`src/rtl/pe_busif.sv`:
```
// pe_busif: memory-side bus interface for the processing element.
// It watches the PE fetch address and runs one req/ack memory read each time
// the address changes, or when no word has been fetched since reset. The word
// comes back to the PE with a one-cycle valid pulse.
// Optional feature macro: BUSIF_TIMEOUT_EN. It adds a WAIT timeout that aborts
// a hung read, returns an all-ones word and sets a sticky err_o.
//
// Handshake: mem_req_o is raised together with a registered mem_ad_o. Both stay
// stable until the edge that samples mem_ack_i=1 (data taken from mem_data_i in
// that same cycle) or until an abort. pe_valid_o is a single-cycle pulse. There
// is no back-pressure from the PE.
module pe_busif #(
   parameter int AD_LEN    = 32,
   parameter int BUS_WIDTH = 32,
   parameter int TIMEOUT   = 255
) (
   input  logic                 clk_i,
   input  logic                 reset_i,
   input  logic [AD_LEN-1:0]    pe_ad_i,
   output logic [BUS_WIDTH-1:0] pe_data_o,
   output logic                 pe_valid_o,
   output logic                 mem_req_o,
   output logic [AD_LEN-1:0]    mem_ad_o,
   input  logic                 mem_ack_i,
   input  logic [BUS_WIDTH-1:0] mem_data_i,
   output logic                 err_o,
   output logic                 dbg_state_o
);

   typedef enum logic {
      S_IDLE = 1'b0,
      S_WAIT = 1'b1
   } state_t;

   state_t               state_q, state_d;
   logic                 mem_req_q, mem_req_d;
   logic [AD_LEN-1:0]    mem_ad_q, mem_ad_d;
   logic [BUS_WIDTH-1:0] pe_data_q, pe_data_d;
   logic                 pe_valid_q, pe_valid_d;
   logic [AD_LEN-1:0]    last_ad_q, last_ad_d;
   logic                 have_data_q, have_data_d;
   logic                 need_req;
   logic                 abort;

   // A new read is needed if nothing has been fetched yet or the PE moved on
   assign need_req = !have_data_q || (pe_ad_i != last_ad_q);

`ifdef BUSIF_TIMEOUT_EN
   localparam int CntW = (TIMEOUT > 0) ? $clog2(TIMEOUT + 1) : 1;
   localparam logic [CntW-1:0] CntMax = CntW'(TIMEOUT);

   logic [CntW-1:0] cnt_q, cnt_d;
   logic            err_q, err_d;

   // Abort only if no ack arrives in the cycle the counter reaches TIMEOUT
   assign abort = (state_q == S_WAIT) && !mem_ack_i && (cnt_q == CntMax);

   // WAIT cycle counter (saturating) and sticky error next-state
   always_comb begin
      cnt_d = cnt_q;
      err_d = err_q | abort;
      if (state_q == S_IDLE && need_req) begin
         cnt_d = '0;
      end else if (state_q == S_WAIT && !mem_ack_i && cnt_q != CntMax) begin
         cnt_d = cnt_q + 1'b1;
      end
   end

   // Counter and error flag registers
   always_ff @(posedge clk_i or negedge reset_i) begin
      if (!reset_i) begin
         cnt_q <= '0;
         err_q <= 1'b0;
      end else begin
         cnt_q <= cnt_d;
         err_q <= err_d;
      end
   end

   assign err_o = err_q;
`else
   logic unused_timeout;

   assign abort          = 1'b0;
   assign err_o          = 1'b0;
   assign unused_timeout = ^TIMEOUT;
`endif

   // State register
   always_ff @(posedge clk_i or negedge reset_i) begin
      if (!reset_i) begin
         state_q <= S_IDLE;
      end else begin
         state_q <= state_d;
      end
   end

   // Next-state logic: leave IDLE on a needed read, leave WAIT on ack or abort
   always_comb begin
      state_d = state_q;
      case (state_q)
         S_IDLE: if (need_req) state_d = S_WAIT;
         S_WAIT: if (mem_ack_i || abort) state_d = S_IDLE;
         default: state_d = S_IDLE;
      endcase
   end

   // Output/datapath next values; ack in IDLE is deliberately ignored
   always_comb begin
      mem_req_d   = mem_req_q;
      mem_ad_d    = mem_ad_q;
      pe_data_d   = pe_data_q;
      pe_valid_d  = 1'b0;
      last_ad_d   = last_ad_q;
      have_data_d = have_data_q;
      case (state_q)
         S_IDLE: begin
            if (need_req) begin
               mem_ad_d  = pe_ad_i;
               mem_req_d = 1'b1;
            end
         end
         S_WAIT: begin
            if (mem_ack_i) begin
               pe_data_d   = mem_data_i;
               last_ad_d   = mem_ad_q;
               have_data_d = 1'b1;
               pe_valid_d  = 1'b1;
               mem_req_d   = 1'b0;
            end else if (abort) begin
               // Aborted address is recorded so it is not retried until it changes
               pe_data_d   = '1;
               last_ad_d   = mem_ad_q;
               have_data_d = 1'b1;
               pe_valid_d  = 1'b1;
               mem_req_d   = 1'b0;
            end
         end
         default: begin
            mem_req_d = 1'b0;
         end
      endcase
   end

   // Datapath registers
   always_ff @(posedge clk_i or negedge reset_i) begin
      if (!reset_i) begin
         mem_req_q   <= 1'b0;
         mem_ad_q    <= '0;
         pe_data_q   <= '0;
         pe_valid_q  <= 1'b0;
         last_ad_q   <= '0;
         have_data_q <= 1'b0;
      end else begin
         mem_req_q   <= mem_req_d;
         mem_ad_q    <= mem_ad_d;
         pe_data_q   <= pe_data_d;
         pe_valid_q  <= pe_valid_d;
         last_ad_q   <= last_ad_d;
         have_data_q <= have_data_d;
      end
   end

   assign mem_req_o   = mem_req_q;
   assign mem_ad_o    = mem_ad_q;
   assign pe_data_o   = pe_data_q;
   assign pe_valid_o  = pe_valid_q;
   assign dbg_state_o = state_q;

endmodule

```
`config.mk`:
```
export PLATFORM = sky130hd
export DESIGN_NAME = pe_busif
export DESIGN_NICKNAME = d
export VERILOG_FILES = /design/src/rtl/pe_busif.sv
export SDC_FILE = /design/constraint.sdc
export NUM_CORES = 1
export LEC_CHECK = 0
export ABC_AREA = 1
export BUFFER_PORTS_ARGS = -buffer_cell sky130_fd_sc_hd__clkbuf_2
export CAP_MARGIN = 20
export CELL_PAD_IN_SITES_DETAIL_PLACEMENT = 0
export CELL_PAD_IN_SITES_GLOBAL_PLACEMENT = 1
export CORE_UTILIZATION = 33
export CTS_CLUSTER_SIZE = 25
export DETAILED_ROUTE_END_ITERATION = 7
export PLACE_DENSITY = 0.75
export REMOVE_ABC_BUFFERS = 1
export SLEW_MARGIN = 10
export SYNTH_ARGS = -nofsm -noshare
export SYNTH_HDL_FRONTEND = slang
export SYNTH_SLANG_ARGS = --single-unit
```
`constraint.sdc`:
```
create_clock -name clk_i -period 1.3 [get_ports clk_i]
set_input_delay 0.39 -clock clk_i [delete_from_list [all_inputs] [get_ports clk_i]]
set_output_delay 0.39 -clock clk_i [all_outputs]
set_load 0.01 [all_outputs]
```
==> results of run 1 <==
cell families (layout without fill, tap and decap cells):
kind of cell	count (synthesis)	in the layout	share of synthesized area [%]
and+or+nand+nor	331	331	30.42
other	1	1	0.08725
buffers and inverters	64	250	6.317
xor gates and xnor gates	12	12	2.445
DFF	100	100	58.22
AOI/OAI and AO/OA	21	21	2.504
metrics by stage:
step	utilization (%)	cell area [um2]	instances	hold slack, ps
after floorplan	-	4177	505	94.41
final	47.26	5988	887	236.8
after CTS	46.22	5857	876	226.2
after detailed placement	43.35	5493	854	239.4
after global routing	47.26	5988	887	229.5
after global placement	43.35	5493	854	238.1
routing by layer:
| layer | up-vias | routed length, um | share of wire (%) |
|---|---|---|---|
| met5 | - | 0 | 0 |
| met4 | 0 | 133 | 1.2 |
| met3 | 9 | 764 | 6.8 |
| met2 | 101 | 5085 | 46 |
| met1 | 1758 | 5180 | 46 |
| li1 | 1974 | - | - |
cell type report:
type	count	area share [%]
sequential	100	41.79
multi-input combinational	365	25.91
clock buffer	9	3.761
inverter	40	2.507
timing repair buffer	194	21.02
clock inverter	7	1.421
tap	172	3.594
timing repair:
action	CTS	global route
pin swaps	1	2
hold buffers	1	0
setup buffers	5	11
hold endpoints to repair	8	0
endpoints found under the setup margin	39	53
resized for setup	2	16
worst reg2reg max path, stage by stage (launching register included):
cell and delay, ps:
dfrtp_1 390, xnor2_1 160, nand2_1 70, nor2_1 140, nand2_1 110, nor2_1 140, nand2_2 120, nand2_4 130
buf_12 150, o21ai_1 70
synth_stat cells (all sizes together):
library cell	n	area, um2
dfrtp	100	2502
a21oi	1	5.000
nand4	5	31.28
o21ai	18	90.09
clkbuf	9	33.78
conb	1	3.750
o22ai	2	12.51
nand2	274	1039
buf	15	87.59
clkinv	1	3.750
xnor2	10	87.58
nand3	34	170.2
xor2	2	17.52
nor2	18	67.56
inv	39	146.4
layout by cell type (no fill, tap or decap), types with 2 or more instances in the layout:
| master | synthesis | final |
|---|---|---|
| xnor2_1 | 10 | 10 |
| nand2_1 | 272 | 264 |
| inv_1 | 34 | 34 |
| o21ai_1 | 18 | 18 |
| nand4_1 | 5 | 5 |
| clkbuf_2 | 0 | 129 |
| clkbuf_16 | 0 | 9 |
| xor2_1 | 2 | 2 |
| nand2_2 | 1 | 8 |
| buf_12 | 0 | 8 |
| dfrtp_1 | 100 | 100 |
| nor2_1 | 18 | 17 |
| buf_6 | 3 | 6 |
| clkinv_4 | 0 | 4 |
| nand3_1 | 34 | 34 |
| inv_2 | 5 | 5 |
| nand2_4 | 1 | 2 |
| o22ai_1 | 2 | 2 |
| buf_4 | 1 | 50 |
path summary, 6_finish.rpt:
path	from	end	slack [ps]	cells past startpoint
max	last_ad_q[18]	dbg_state_o	-280	9
min	mem_data_i[12]	pe_data_o[12]	240	3
max reg2reg	last_ad_q[18]	dbg_state_o	-280	9
min reg2reg	pe_data_o[12]	pe_data_o[12]	480	2
max in group asynchronous	reset_i	last_ad_q[25]	300	3
min in group asynchronous	reset_i	pe_data_o[26]	450	2
power breakdown:
group / total, W / internal, W / switching (W)
Sequential: 0.00555 / 0.00459 / 0.000964
Clock: 0.00276 / 0.00153 / 0.00123
Combinational: 0.00593 / 0.00274 / 0.00319
state kept, by name, summed over array words and instances, names as in the netlist:
name and cells:
last_ad_q 32, pe_valid_o 1, pe_data_o 32, dbg_state_o 1, have_data_q 1, mem_ad_o 32, mem_req_o 1
==> reports/results.tsv, run 1 <==
metric	value	unit
netlist_area	4298	um2
critPathMaxStageDelay	390	ps
coreArea	12670	um2
antenna_found_initial	0	
p_leak	3.390	nW
status	complete, but fails checks	
finalSetupViolCount	34	
htreeDepth	3	
start_util	33.92	%
syn_inst	529	
dr_total_vias	3842	
path_class	register to register	
layout.nets	777	
antenna_left	0	
setup_tns	-8968	ps
dr.pass1.iters	4	
via_per_inst	4.331	
peakVddDrop	0.9657	mV
endpoint_kind	register	
cts_made_buffers	9	
path_cells	xnor2_1, nand2_1, nor2_1, nand2_1, nor2_1, nand2_2, nand2_4, buf_12, o21ai_1	
fin_ws	-284.9	ps
register_area	2502	um2
met2_usage	27.98	%
arrival	1810	ps
min_path_type	input port to register	
die_w	116.1	um
multi_input_area	1551	um2
grt_max_degree	58	
synth_cell_types	21	
path_clk_slew	70	ps
ys_seq_area_share	58.22	%
overflow	0	
fin_skew	7.992	ps
drive_gt1_share	31.47	%
grt_pass1_wl	18.16	mm
period_minus_slack	1585	ps
crit_required	1520	ps
synth.avg_cell_area	8.125	um2
cp_slowest_cell	dfrtp_1	
synth.ff_latch_count	100	
dr.first_iter.drc_count	216	
crit_family	simple AND/OR/NAND/NOR gates	
grt_pass1_vias	3692	
cts_tree	built	
cts.sinks	100	
clkLatencyLatePin	340	ps
finalWirelength	11.16	mm
violations	negative setup slack	
rsz0062_at_grt	yes	
fillers	1252	
gp_congestion	0.7489	
die_h	116.1	um
synth_warnings	0	
pin_count	135	
startpoint_type	register	
n_antenna_cell	0	
hpwl	7.917	mm
path_max_fanout	13	
cts_max_path_buffers	2	
use_met3	4.774	%
cts_root_buf	clkbuf_16	
fmax	631.0	MHz
powerDensity	2378	nW/um2
drc	0	
area_growth	39.33	%
design.die.area	13480	um2
power	0.01424	W
gr-usage-met1	23.28	%
top_usage_layer	met2	
fin_crit_sh	121.9	%
port_buffers	133	
slew_violations	0	
post_drt_wl_per_cell	12.59	um
grtUsageTotal	17.60	%
post-place-ws	-419.4	ps
std_cell_rows	41	
path_buf_inv	1	
timing.final.hold_violations	0	
max_cap_violations	0	
Note: power is estimated with default switching activity, not from simulation.
==> inputs of run 2 (changes only) <==
Settings changed: REMOVE_ABC_BUFFERS 1 to default.
==> reports/results.tsv, run 2 (synthesis gave the netlist of run 1 again) <==
metric	value	unit	change
port_buffers	133		unchanged
cp_slowest_cell	dfrtp_1		
rsz0062_at_grt	yes		
whs	14.75	ps	-222.1 ps
htreeDepth	3		unchanged
status	complete, but fails checks		
critPathMaxStageDelay	390	ps	about the same
max_cap_violations	0		unchanged
pin_count	135		unchanged
post-place-ws	-423.3	ps	-3.849 ps
drive_gt1_share	35.21	%	+3.7 points
finalSetupViolCount	35		+2.9%
final_area	6157	um2	+2.8%
arrival	1830	ps	+20 ps
crit_family	simple AND/OR/NAND/NOR gates		
cpMostUsedCell	nor2_1		
placed_area	5480	um2	-0.23%
final_common_cell	nand2_1		
grt_pass1_vias	3812		+3.3%
cts_made_buffers	9		unchanged
powerDensity	2400	nW/um2	+0.92%
coreArea	12670	um2	unchanged
hpwl	7.872	mm	-0.57%
grt_max_degree	57		-1.7%
path_clk_slew	70	ps	about the same
fin_crit_sh	123.0	%	+1.1 points
path_buf_inv	1		unchanged
violations	negative setup slack		
startpoint_type	register		
layout.nets	790		+1.7%
antenna_found_initial	0		unchanged
fillers	1236		-1.3%
via_per_inst	4.418		+2.0%
area_growth	43.26	%	
timing.final.hold_violations	0		unchanged
path_cells	nor2_1, nor2_1, nor2_1, nand2_1, nor2_2, nand2_2, nor2_4, nand2_4, nand2_8, clkbuf_16, a21oi_2		
period_minus_slack	1599	ps	+13.66 ps
cts_max_path_buffers	2		unchanged
layout_common_cells	254 x nand2_1, 130 x clkbuf_2, 99 x dfrtp_1, 64 x buf_4, 34 x nand3_1		
overflow	0		unchanged
die_h	116.1	um	unchanged
slew_violations	0		unchanged
clkLatencyLatePin	350	ps	about the same
fin_util	48.59	%	+1.3 points
std_cell_rows	41		unchanged
dr_total_vias	3972		+3.4%
finalWirelength	11.96	mm	+7.1%
dr.pass1.iters	4		unchanged
cts.sinks	100		unchanged
drc	0		unchanged
post_drt_wl_per_cell	13.30	um	+5.7%
n_antenna_cell	0		unchanged
peakVddDrop	0.8758	mV	-9.3%
dr.first_iter.drc_count	209		-3.2%
cts_hold_buf	0		-1
p_leak	3.481	nW	+2.7%
path_max_fanout	7		-6
die_w	116.1	um	unchanged
antenna_left	0		unchanged
crit_required	1530	ps	about the same
path_class	register to register		
gp_congestion	0.7383		-1.4%
fin_skew	10.93	ps	+2.935 ps
grt_pass1_wl	18.54	mm	+2.1%
grtUsageTotal	18.07	%	+0.47 points
fin_ws	-298.5	ps	-13.66 ps
fmax	625.6	MHz	-0.85%
cts_tree	built		
endpoint_kind	register		
synth_nets	596		
design.die.area	13480	um2	unchanged
min_path_type	input port to asynchronous set/reset pin		
start_util	33.92	%	unchanged
cts_root_buf	clkbuf_16		
[run 2: timing repair]
item | 4_1_cts | 5_1_grt
cloned | 0 | 2
setup buffers | 3 | 25
gates resized for setup | 4 | 30
pin swaps | 0 | 8
endpoints found under the hold margin | 0 | 0
setup endpoints to repair | 38 | 62
[run 2: cell type report]
cell class,count,area [um2],share of cell area [%]
Sequential cell,100,2504,40.66
Multi-Input combinational cell,365,1617,26.25
Timing Repair Buffer,207,1360,22.09
Clock buffer,12,266.5,4.328
Tap cell,172,215.2,3.495
Inverter,40,150.1,2.439
Clock inverter,3,45.04,0.7316
[run 2: path summary, 6_finish.rpt]
check                                     from       endpoint  slack (ps)  depth (start not counted)
worst max register to register   last_ad_q[26]      mem_req_o        -300                         11
worst min register to register   pe_data_o[23]  pe_data_o[23]         480                          2
max in group asynchronous              reset_i   last_ad_q[4]         980                          2
worst min-delay path                   reset_i  last_ad_q[24]          10                          2
min in group clk_i              mem_data_i[25]  pe_data_o[25]         230                          3
worst max-delay path             last_ad_q[26]      mem_req_o        -300                         11
[run 2: routing by layer]
layer	routed length, um	vias up	GRT usage [%]
li1	-	1994	-
met1	5340	1895	22.89
met2	6055	78	30.75
met3	472	5	3.166
met4	86	0	7.179
met5	0	-	0
[run 2: report_power, final]
part           switching (W)  internal [W]
Clock                0.00116       0.00164
Combinational        0.00344       0.00301
Sequential          0.000939       0.00459
Total                0.00554       0.00924
[run 2: metrics by stage]
step	std cells	setup TNS, ps	total power, W
final	899	-9145	0.01478
after floorplan	529	-1568	0.008472
after global placement	854	-13780	0.01089
after global routing	899	-14360	0.01594
after CTS	872	-8586	0.01400
after detailed placement	854	-13740	0.01105
==> inputs of run 3 (changes only) <==
Settings changed: PLACE_DENSITY 0.75 to 0.87.
==> reports/results.tsv, run 3 (synthesis gave the netlist of run 1 again) <==
metric	value	unit	change
reg2reg_from	last_ad_q[24]		
layout.nets	774		-2.0%
min_path_type	input port to asynchronous set/reset pin		
path_clk_slew	70	ps	about the same
overflow	0		unchanged
htreeDepth	3		unchanged
reg2regPathDepth	10		-1
register_area	2504	um2	unchanged
critPathMaxStageDelay	390	ps	about the same
placed_cells	846		-0.94%
grt_max_degree	69		+21%
fin_cells	884		-1.7%
pin_count	135		unchanged
startpoint	last_ad_q[24]		
n_antenna_cell	0		unchanged
crit_family	simple AND/OR/NAND/NOR gates		
via_per_inst	4.464		+1.0%
violations	negative setup slack		
drc	0		unchanged
layout_common_cells	244 x nand2_1, 130 x clkbuf_2, 99 x dfrtp_1, 48 x buf_4, 34 x nand3_1		
endpoint_kind	register		
wl_met1	5.202	mm	-2.6%
start_util	33.92	%	unchanged
grt_pass1_vias	3585		-6.0%
r2r-end	mem_ad_o[4]		
met3_length	550	um	+17%
std_cell_rows	41		unchanged
path_buf_inv	1		unchanged
post_drt_wl_per_cell	12.96	um	-2.5%
cts_root_buf	clkbuf_16		
path_cells	xnor2_1, nand2_1, nor2_1, nand2_2, nor2_4, nand2_4, nand2_8, clkbuf_16, nand2_2, nand2_1		
finalWirelength	11.46	mm	-4.2%
fillers	1218		-1.5%
dr.first_iter.drc_count	309		+48%
die_h	116.1	um	unchanged
finalSetupViolCount	35		unchanged
p_leak	3.420	nW	-1.8%
path_class	register to register		
placed_area	5445	um2	-0.64%
path_max_fanout	6		-1
hpwl	7.691	mm	-2.3%
dr.pass1.iters	4		unchanged
grtUsageTotal	16.97	%	-1.1 points
timing.final.hold_violations	0		unchanged
fin_ws	-300.3	ps	-1.769 ps
drive_gt1_share	35.53	%	+0.32 points
multi_input_area	1647	um2	+1.9%
startpoint_type	register		
fin_crit_sh	123.1	%	+0.14 points
cts_made_buffers	9		unchanged
gp_congestion	0.7546		+2.2%
design.die.area	13480	um2	unchanged
synth_nets	596		unchanged
clkLatencyLatePin	350	ps	about the same
cp.depth	10		-1
peakVddDrop	0.9478	mV	+8.2%
die_w	116.1	um	unchanged
cp_slowest_cell	dfrtp_1		
topRoutingLayerUsed	met4		
fmax	624.9	MHz	-0.11%
area_growth	41.92	%	
setup_tns	-9549	ps	-403.3 ps
grt_pass1_wl	17.52	mm	-5.5%
r2r_setup_slack	-300	ps	about the same
antenna_left	0		unchanged
max_cap_violations	0		unchanged
final_area	6100	um2	-0.93%
arrival	1890	ps	+60 ps
antenna_found_initial	0		unchanged
cts_max_path_buffers	2		unchanged
slew_violations	0		unchanged
powerDensity	2428	nW/um2	+1.2%
fin_skew	5.901	ps	-5.026 ps
rsz0062_at_grt	yes		
status	complete, but fails checks		
dr_total_vias	3946		-0.65%
cts.sinks	100		unchanged
crit_required	1590	ps	+60 ps
period_minus_slack	1600	ps	+1.769 ps
port_buffers	133		unchanged
coreArea	12670	um2	unchanged
wl_met2	5.528	mm	-8.7%
crit_end	mem_ad_o[4]		
cts_tree	built		
final_common_cell	nand2_1		
-- run 3: changes by cell type in the layout (fill, tap and decap cells not counted), moves of 2 or more --
cell / change
buf_4: -16
nand2_1: -10
nand2_2: +9
buf_12: +2
buf_6: -2
clkbuf_8: -2
inv_1: -2
inv_2: +2
-- run 3: layer usage --
| layer | up-vias | track usage [%] |
|---|---|---|
| met2 | 98 | 26.90 |
| li1 | 1957 | - |
| met1 | 1877 | 22.81 |
| met3 | 14 | 4.048 |
| met4 | 0 | 5.983 |
| met5 | - | 0 |
-- run 3: final cells by class --
type | count | share of cell area [%]
well taps | 172 | 3.528
multi-input cells | 365 | 26.99
inverters | 40 | 2.462
clock buffers | 10 | 3.918
flip-flops and latches | 100 | 41.05
repair buffers | 191 | 20.62
clock inverters | 6 | 1.436
-- run 3: repair_timing --
item                       in CTS  in global routing
setup endpoints to repair      37                 58
setup buffers                   2                 18
pin swaps                       2                 14
hold buffers                    0                  0
gates cloned                    0                  2
gates resized for setup         9                 36
-- run 3: metrics by stage --
step           utilization [%]  total power [W]  setup slack (ps)  hold slack [ps]
2_1_floorplan                -         0.008472            -59.63            94.41
3_3_place_gp             42.97          0.01082            -389.4            442.8
3_5_place_dp             42.97          0.01100            -415.2            447.2
4_1_cts                  45.86          0.01408            -307.7            69.83
5_1_grt                  48.14          0.01588            -450.3            83.12
6_report                 48.14          0.01481            -300.3            52.74
-- run 3: worst min-delay path by stage --
stage | slack [ps] | from | endpoint
CTS | 70 | reset_i | last_ad_q[2]
global placement | 440 | reset_i | last_ad_q[4]
finish | 50 | reset_i | mem_ad_o[1]
global route | 80 | reset_i | mem_ad_o[1]
detailed placement | 450 | reset_i | last_ad_q[2]
floorplan | 90 | reset_i | dbg_state_o
-- run 3: where the power goes --
part           internal [W]  switching [W]  total, W
Clock               0.00173        0.00117   0.00290
Combinational       0.00290        0.00341   0.00632
Sequential          0.00459       0.000999   0.00559
